**src/rtl/router_port_rx.sv**
```systemverilog
// router_port_rx: drains one router output-port FIFO, parses header/payload/parity
// packets, streams payload bytes and reports end-of-packet status.
module router_port_rx #(
    parameter int unsigned TIMEOUT = 24
) (
    input  logic       clock,
    input  logic       reset,
    input  logic       vld_out,
    input  logic [7:0] data_out,
    input  logic       hold,
    output logic       read_enb,
    output logic [7:0] byte_out,
    output logic       byte_valid,
    output logic [1:0] pkt_addr,
    output logic [5:0] pkt_len,
    output logic       pkt_done,
    output logic       parity_err,
    output logic       pkt_abort,
    output logic       rx_busy
);

    localparam int unsigned LEN_W = 6;
    localparam int unsigned CNT_W = 6;

    localparam logic [2:0] IDLE        = 3'd0;
    localparam logic [2:0] HDR_WAIT    = 3'd1;
    localparam logic [2:0] PAYLOAD     = 3'd2;
    localparam logic [2:0] PARITY_WAIT = 3'd3;
    localparam logic [2:0] DONE        = 3'd4;

    logic [2:0]       state_q,      state_d;
    logic [LEN_W-1:0] pkt_len_q,    pkt_len_d;
    logic [1:0]       pkt_addr_q,   pkt_addr_d;
    logic [7:0]       acc_q,        acc_d;
    logic [LEN_W-1:0] issued_q,     issued_d;
    logic [CNT_W-1:0] starve_q,     starve_d;
    logic             rd_pend_q,    rd_pend_d;
    logic             rd_par_q,     rd_par_d;
    logic             par_issued_q, par_issued_d;
    logic [7:0]       byte_out_q,   byte_out_d;
    logic             byte_valid_q, byte_valid_d;
    logic             pkt_done_q,   pkt_done_d;
    logic             parity_err_q, parity_err_d;
    logic             pkt_abort_q,  pkt_abort_d;
    logic             rx_busy_q,    rx_busy_d;

    logic             can_read;
    logic [CNT_W-1:0] starve_inc;

    // State and datapath registers
    always_ff @(posedge clock or posedge reset) begin
        if (reset) begin
            state_q      <= IDLE;
            pkt_len_q    <= '0;
            pkt_addr_q   <= '0;
            acc_q        <= '0;
            issued_q     <= '0;
            starve_q     <= '0;
            rd_pend_q    <= 1'b0;
            rd_par_q     <= 1'b0;
            par_issued_q <= 1'b0;
            byte_out_q   <= '0;
            byte_valid_q <= 1'b0;
            pkt_done_q   <= 1'b0;
            parity_err_q <= 1'b0;
            pkt_abort_q  <= 1'b0;
            rx_busy_q    <= 1'b0;
        end else begin
            state_q      <= state_d;
            pkt_len_q    <= pkt_len_d;
            pkt_addr_q   <= pkt_addr_d;
            acc_q        <= acc_d;
            issued_q     <= issued_d;
            starve_q     <= starve_d;
            rd_pend_q    <= rd_pend_d;
            rd_par_q     <= rd_par_d;
            par_issued_q <= par_issued_d;
            byte_out_q   <= byte_out_d;
            byte_valid_q <= byte_valid_d;
            pkt_done_q   <= pkt_done_d;
            parity_err_q <= parity_err_d;
            pkt_abort_q  <= pkt_abort_d;
            rx_busy_q    <= rx_busy_d;
        end
    end

    // Next-state, read strobe, capture and status pulses
    always_comb begin
        state_d      = state_q;
        pkt_len_d    = pkt_len_q;
        pkt_addr_d   = pkt_addr_q;
        acc_d        = acc_q;
        issued_d     = issued_q;
        starve_d     = starve_q;
        rd_pend_d    = 1'b0;
        rd_par_d     = 1'b0;
        par_issued_d = par_issued_q;
        byte_out_d   = byte_out_q;
        byte_valid_d = 1'b0;
        pkt_done_d   = 1'b0;
        parity_err_d = 1'b0;
        pkt_abort_d  = 1'b0;
        read_enb     = 1'b0;

        can_read   = vld_out & ~hold & ~reset;
        starve_inc = starve_q + CNT_W'(1);

        // A payload read issued last cycle lands on data_out now
        if (rd_pend_q && !rd_par_q) begin
            byte_out_d   = data_out;
            byte_valid_d = 1'b1;
            acc_d        = acc_q ^ data_out;
        end

        case (state_q)
            IDLE: begin
                read_enb = can_read;
                if (can_read) state_d = HDR_WAIT;
            end

            HDR_WAIT: begin
                pkt_len_d    = data_out[7:2];
                pkt_addr_d   = data_out[1:0];
                acc_d        = data_out;
                issued_d     = '0;
                starve_d     = '0;
                par_issued_d = 1'b0;
                state_d      = (data_out[7:2] != '0) ? PAYLOAD : PARITY_WAIT;
            end

            PAYLOAD: begin
                read_enb = can_read & (issued_q < pkt_len_q);
                if (read_enb) begin
                    issued_d  = issued_q + LEN_W'(1);
                    rd_pend_d = 1'b1;
                    starve_d  = '0;
                    if (issued_q + LEN_W'(1) == pkt_len_q) state_d = PARITY_WAIT;
                end else if (hold) begin
                    starve_d = '0;
                end else begin
                    starve_d = starve_inc;
                    if (starve_inc == CNT_W'(TIMEOUT)) begin
                        state_d     = DONE;
                        pkt_done_d  = 1'b1;
                        pkt_abort_d = 1'b1;
                    end
                end
            end

            PARITY_WAIT: begin
                if (!par_issued_q) begin
                    read_enb = can_read;
                    if (can_read) begin
                        par_issued_d = 1'b1;
                        rd_pend_d    = 1'b1;
                        rd_par_d     = 1'b1;
                        starve_d     = '0;
                    end else if (hold) begin
                        starve_d = '0;
                    end else begin
                        starve_d = starve_inc;
                        if (starve_inc == CNT_W'(TIMEOUT)) begin
                            state_d     = DONE;
                            pkt_done_d  = 1'b1;
                            pkt_abort_d = 1'b1;
                        end
                    end
                end else if (rd_pend_q && rd_par_q) begin
                    state_d      = DONE;
                    pkt_done_d   = 1'b1;
                    parity_err_d = (acc_q != data_out);
                end
            end

            DONE: begin
                state_d = IDLE;
            end

            default: begin
                state_d = IDLE;
            end
        endcase

        rx_busy_d = (state_d != IDLE);
    end

    assign byte_out   = byte_out_q;
    assign byte_valid = byte_valid_q;
    assign pkt_addr   = pkt_addr_q;
    assign pkt_len    = pkt_len_q;
    assign pkt_done   = pkt_done_q;
    assign parity_err = parity_err_q;
    assign pkt_abort  = pkt_abort_q;
    assign rx_busy    = rx_busy_q;

endmodule

```
**config.mk**
```make
export PLATFORM = sky130hd
export DESIGN_NAME = router_port_rx
export DESIGN_NICKNAME = d
export VERILOG_FILES = /design/src/rtl/router_port_rx.sv
export SDC_FILE = /design/constraint.sdc
export NUM_CORES = 1
export LEC_CHECK = 0
export CAP_MARGIN = 20
export CORE_MARGIN = 1.5
export CORE_UTILIZATION = 54
export CTS_CLUSTER_DIAMETER = 120
export DETAILED_ROUTE_END_ITERATION = 10
export PLACE_DENSITY_LB_ADDON = 0.25
export SLEW_MARGIN = 15
export SYNTH_ARGS = -nofsm -noshare
export SYNTH_HDL_FRONTEND = slang
export SYNTH_SLANG_ARGS = --single-unit
```
**constraint.sdc**
```tcl
create_clock -name clock -period 2.4 [get_ports clock]
set_clock_uncertainty 0.2 [all_clocks]
set_input_delay 0.36 -clock clock [delete_from_list [all_inputs] [get_ports clock]]
set_output_delay 0.36 -clock clock [all_outputs]
set_load 0.005 [all_outputs]
```
# Yosys cells after proc, flatten, opt, wreduce, memory -nomap -nowiden
# Index checks and enable logic that the tools add are counted.
# totals
regBits,47
inputBits,12
output_inout_bits,22
word_cells,85
# classes
addsub,2
n_lt_le_gt_ge,1
eq_ne,8
n_mux,41
bitwise_logic,6
reduce_logical,12
# op_table
op,count
6-bit two-way mux,5
3-bit two-way mux,8
1-bit two-way mux,18
6-bit case mux with 3 select lines,1
8-bit two-way mux,2
"6-bit by 1-bit adder with 6-bit output, second input constant",2
3-bit case mux with 4 select lines,1
6-bit case mux with 2 select lines,1
8-bit inequality test,1
1-bit case mux with 2 select lines,4
8-bit XOR,1
"3-bit by 2-bit equality test with 1-bit output, second input constant",2
"6-bit by 5-bit equality test with 1-bit output, second input constant",1
6-bit equality test,1
6-bit < comparator,1
2-bit nonzero test,3
3-bit nonzero test,2
6-bit nonzero test,1
"2-bit inequality test, second input constant",2
2-bit AND reduction,2
1-bit AND,3
"3-bit by 1-bit equality test with 1-bit output, second input constant",1
3-bit zero test,1
1-bit case mux with 3 select lines,1
other kinds (3),5

# Logic depth before layout (Yosys ltp)
# depth
word_depth,8
ltp_mapped,7
depth_no_buf,7

# Worst setup path after synthesis
# OpenSTA, ideal clock, no wires.
# synth_timing
path_kind,reg-to-output
from,register pkt_len_q[5] (netlist: pkt_len[5])
to,output read_enb
t_arrival_ns,1.746
t_required_ns,1.840
path_slack_ns,0.094
stages_incl_launch_ff,8
n_path_buf,0
cell_sequence,dfrtp_1 inv_1 ha_1 and4_2 o21ai_2 and4_4 or2_2 a21o_1
# synth_via
elab_chain_cells,3
# synth_rtl
item,line,text
start: declaration,32,"logic [LEN_W-1:0] pkt_len_q, pkt_len_d;"
start signal: assignment,70,pkt_len_q <= pkt_len_d;
6-bit < comparator,132,read_enb = can_read & (issued_q < pkt_len_q);
1-bit AND,132,
1-bit case mux with 3 select lines,115,case (state_q)
end: declaration,11,"output logic read_enb,"
# No other way between the ends.

# Final worst setup path
# layout_timing
from,register issued_q[3]
to,output read_enb
# layout_via
elab_chain_cells,3
# layout_rtl
item,line,text
start: declaration,35,"logic [LEN_W-1:0] issued_q, issued_d;"
start signal: assignment,73,issued_q <= issued_d;
6-bit < comparator,132,
1-bit AND,132,
1-bit case mux with 3 select lines,115,
# No other way between the ends.

==> metrics.md <==
| Metric | Value |
|---|---|
| Status | `finished with violations` |
| Failing checks | `setup timing` |
| Diodes inserted | `0` |
| Achievable Freq | `0.399 GHz` |
| Slew margin rel. | `64.8%` |
| Synth top area cells | `dfrtp_1 48%, nand2_1 8.5%, o21ai_0 4.3%, xor2_1 4.3%, ha_1 4.1%` |
| Critical Path Stages | `7` |
| Worst-path clk slew | `0.09 ns` |
| DIE WIDTH | `~70 µm` |
| Period minus WS final | `around 2.5 ns` |
| Final worst setup slack | `-0.104 ns` |
| Reg2Reg Depth | `7` |
| Most frequent CP cell | `and4_4` |
| Port bufs | `33` |
| Clk_lat worst skew | `~0.3 ns` |
| Worst path cell trace | `ha_4, and4_4, o21ai_2, and4_4, or2_4, a21o_1, buf_2` |
| TritonCTS buffer count | `5` |
| Register area share after synthesis | `47.8%` |
| CP endpoint kind | `output port` |
| Die height | `~71 µm` |
| WP buf/inv | `1` |
| Grt ovf | `0` |
| Crit Path Class | `register to output port` |
| # DRC | `0` |
| Syn Std Cell Area | `about 2500 µm²` |
| Unrepaired setup endpoints after global routing | `yes` |
| Total Wirelength | `roughly 5600 µm` |
| Die area | `about 5000 µm²` |
| Starting DRC count in detailed routing | `93` |
| Initial antenna violation count | `0` |
| WP data arrival | `1.94 ns` |
| Slowest cell on the critical path | `dfrtp_1` |
| Max Cap Viol | `0` |
| Cell Pwr Density | `roughly 1100 nW/µm²` |
| Area leader, netlist | `dfrtp_1` |
| DRT Pass-1 Iters | `4` |
| Top FF cell, synth | `dfrtp_1` |
| Layout cell share with drive strength beyond 1 | `between 20 and 25%` |
| Hold WC Path Type | `input port to async pin` |
| Initial Util | `56.1%` |
| Final period utilization | `104%` |
| Async SR Flop Fraction | `100%` |
| Worst-path fanout max | `2` |
| Hold WS | `about 0.07 ns` |
| Cells after Synth | `between 200 and 300` |
| DR vias | `roughly 2,100` |
| WP data required | `1.84 ns` |
| Via density | `between 5 and 6` |
| Slew @ Worst Pin | `approximately 0.53 ns` |
| Post-Syn Area per Cell | `slightly above 9 µm²` |
| Total Routing Usage GR | `24.8%` |
| Startpoint types | `register` |
| Total power | `around 3.5 mW` |
| Largest net degree at the start of global routing | `36` |
| CTS root buffer | `clkbuf_8` |
| Commonest non-fill, non-tap cell in the layout | `nand2_1` |
| Leak Pwr | `1.60 nW` |
| Synth warnings | `0` |
| Worst vdd rail ir drop | `about 0.0007 V` |
| Detailed placement HPWL | `~4000 µm` |
| Top cell type's share of synthesized area | `47.8%` |
| CTS tree | `built` |
| Max-slew violations | `0` |
| CP max stage delay | `0.43 ns` |
| EDFF count, synth | `0` |
| Area Overhead vs Synth | `34.0%` |
| Final hold vios | `0` |
| Endpoints failing setup | `1` |
| Hold_buf cts | `0` |
| Synth Register Bits | `47` |
| Clock Tree Buf Depth | `2` |
| Detail Route Antenna Nets | `0` |
| Rows | `24` |
| I/O Pins | `34` |
| Clk sinks | `47` |
| H-tree levels | `2` |
| Syn Nets | `284` |
| First-pass GRT wire length | `between 9000 and 10,000 µm` |
| Routed wire per std cell | `approximately 14 µm` |
| RePlAce Congestion | `0.828` |
| Delay-heaviest family, CP | `simple AND/OR/NAND/NOR gates` |
| Yosys cell types | `49` |
| Post-layout nets | `359` |
| Number of global-route vias before repair | `around 2,000` |
| Core area | `~4400 µm²` |
| Most frequent cells in the layout | `56 x nand2_1, 47 x dfrtp_1, 41 x buf_4, 29 x clkdlybuf4s50_1, 21 x o21ai_0` |
## worst reg2reg max path, stage by stage, from the launching register on
cell and delay [ns]:
dfrtp_1 0.43, ha_4 0.29, and4_4 0.22, o21ai_2 0.06, buf_4 0.15, a31oi_2 0.41, a21oi_1 0.13, o21ai_0 0.17
## path summary, 6_finish.rpt
check / start / to / slack, ns
min in group clock: byte_out[4]$_DFFE_PP0P_ / byte_out[4]$_DFFE_PP0P_ / 0.28
hold / removal: reset / rx_busy$_DFF_PP0_ / 0.07
max in group asynchronous: reset / acc_q[5]$_DFFE_PP0P_ / 1.46
setup reg to reg: issued_q[3]$_DFFE_PP0P_ / starve_q[4]$_DFFE_PP0P_ / 0.27
setup / recovery: issued_q[3]$_DFFE_PP0P_ / read_enb / -0.10
hold reg to reg: byte_out[4]$_DFFE_PP0P_ / byte_out[4]$_DFFE_PP0P_ / 0.28
## logic make-up after synthesis
group                    count (synthesis)  share of synthesized area, %
XOR/XNOR                                16                          5.69
adder cells (fa/ha/maj)                  8                          4.07
flip-flops                              47                          47.8
AND/OR/NAND/NOR                        125                          24.4
buffers and inverters                   18                          3.15
AO/OA/AOI/OAI                           46                          12.5
multiplexers                             4                          2.39
## flip-flops by register name, indices dropped and copies added, names as in the netlist, 2 cells and up
register and cells:
pkt_addr 2, issued_q 6, pkt_len 6, starve_q 6
byte_out 8, acc_q 8, state_q 3
## routing by layer
layer	track usage (%)	vias to the layer above	routed length (µm)
met3	5.05	7	210
met5	0	-	0
met1	33.7	1005	2560
met2	40.0	46	2820
met4	8.12	0	60
li1	-	1058	-
## metrics by stage
step                std cells  utilization (%)  setup TNS (ns)  worst slack, ns  cell area, µm²
floorplan                 264                -               0           0.0938            2460
global placement          377             70.6          -0.618           -0.474            3100
CTS                       389             74.4          -0.105           -0.105            3260
global route              392             75.2          -0.170           -0.170            3300
finish                    392             75.2          -0.104           -0.104            3300
detailed placement        377             70.6          -0.684           -0.490            3100
## synth_stat cells, drive strengths merged (3+ instances only)
cell type / number
a211o: 3
a21oi: 7
and3: 4
clkbuf: 7
dfrtp: 47
ha: 8
inv: 10
nand2: 56
nand2b: 3
nand3: 20
nor2: 19
nor3: 6
nor4: 3
o21ai: 22
xnor2: 4
xor2: 12
## cell type report
cell class / count / area [µm²]
sequential: 47 / 1180
inverter: 11 / 41.3
multi-input combinational: 199 / 1250
timing repair buffer: 75 / 649
clock buffer: 6 / 82.6
tap: 52 / 65.1
clock inverter: 2 / 35.0
fill: 314 / 1090
## report_power, final
part | switching, mW | internal, mW | total, mW | leakage [nW]
Clock | 0.258 | 0.337 | 0.595 | 0.0612
Sequential | 0.199 | 1.06 | 1.26 | 0.602
Combinational | 0.737 | 0.914 | 1.65 | 0.942
## repair_timing
item / in CTS / in global routing
pin swaps: 7 / 5
endpoints found under the setup margin: 1 / 1
resized for setup: 13 / 2
gates cloned: 0 / 0
setup buffers: 4 / 3
(Power assumes the default switching activity.)
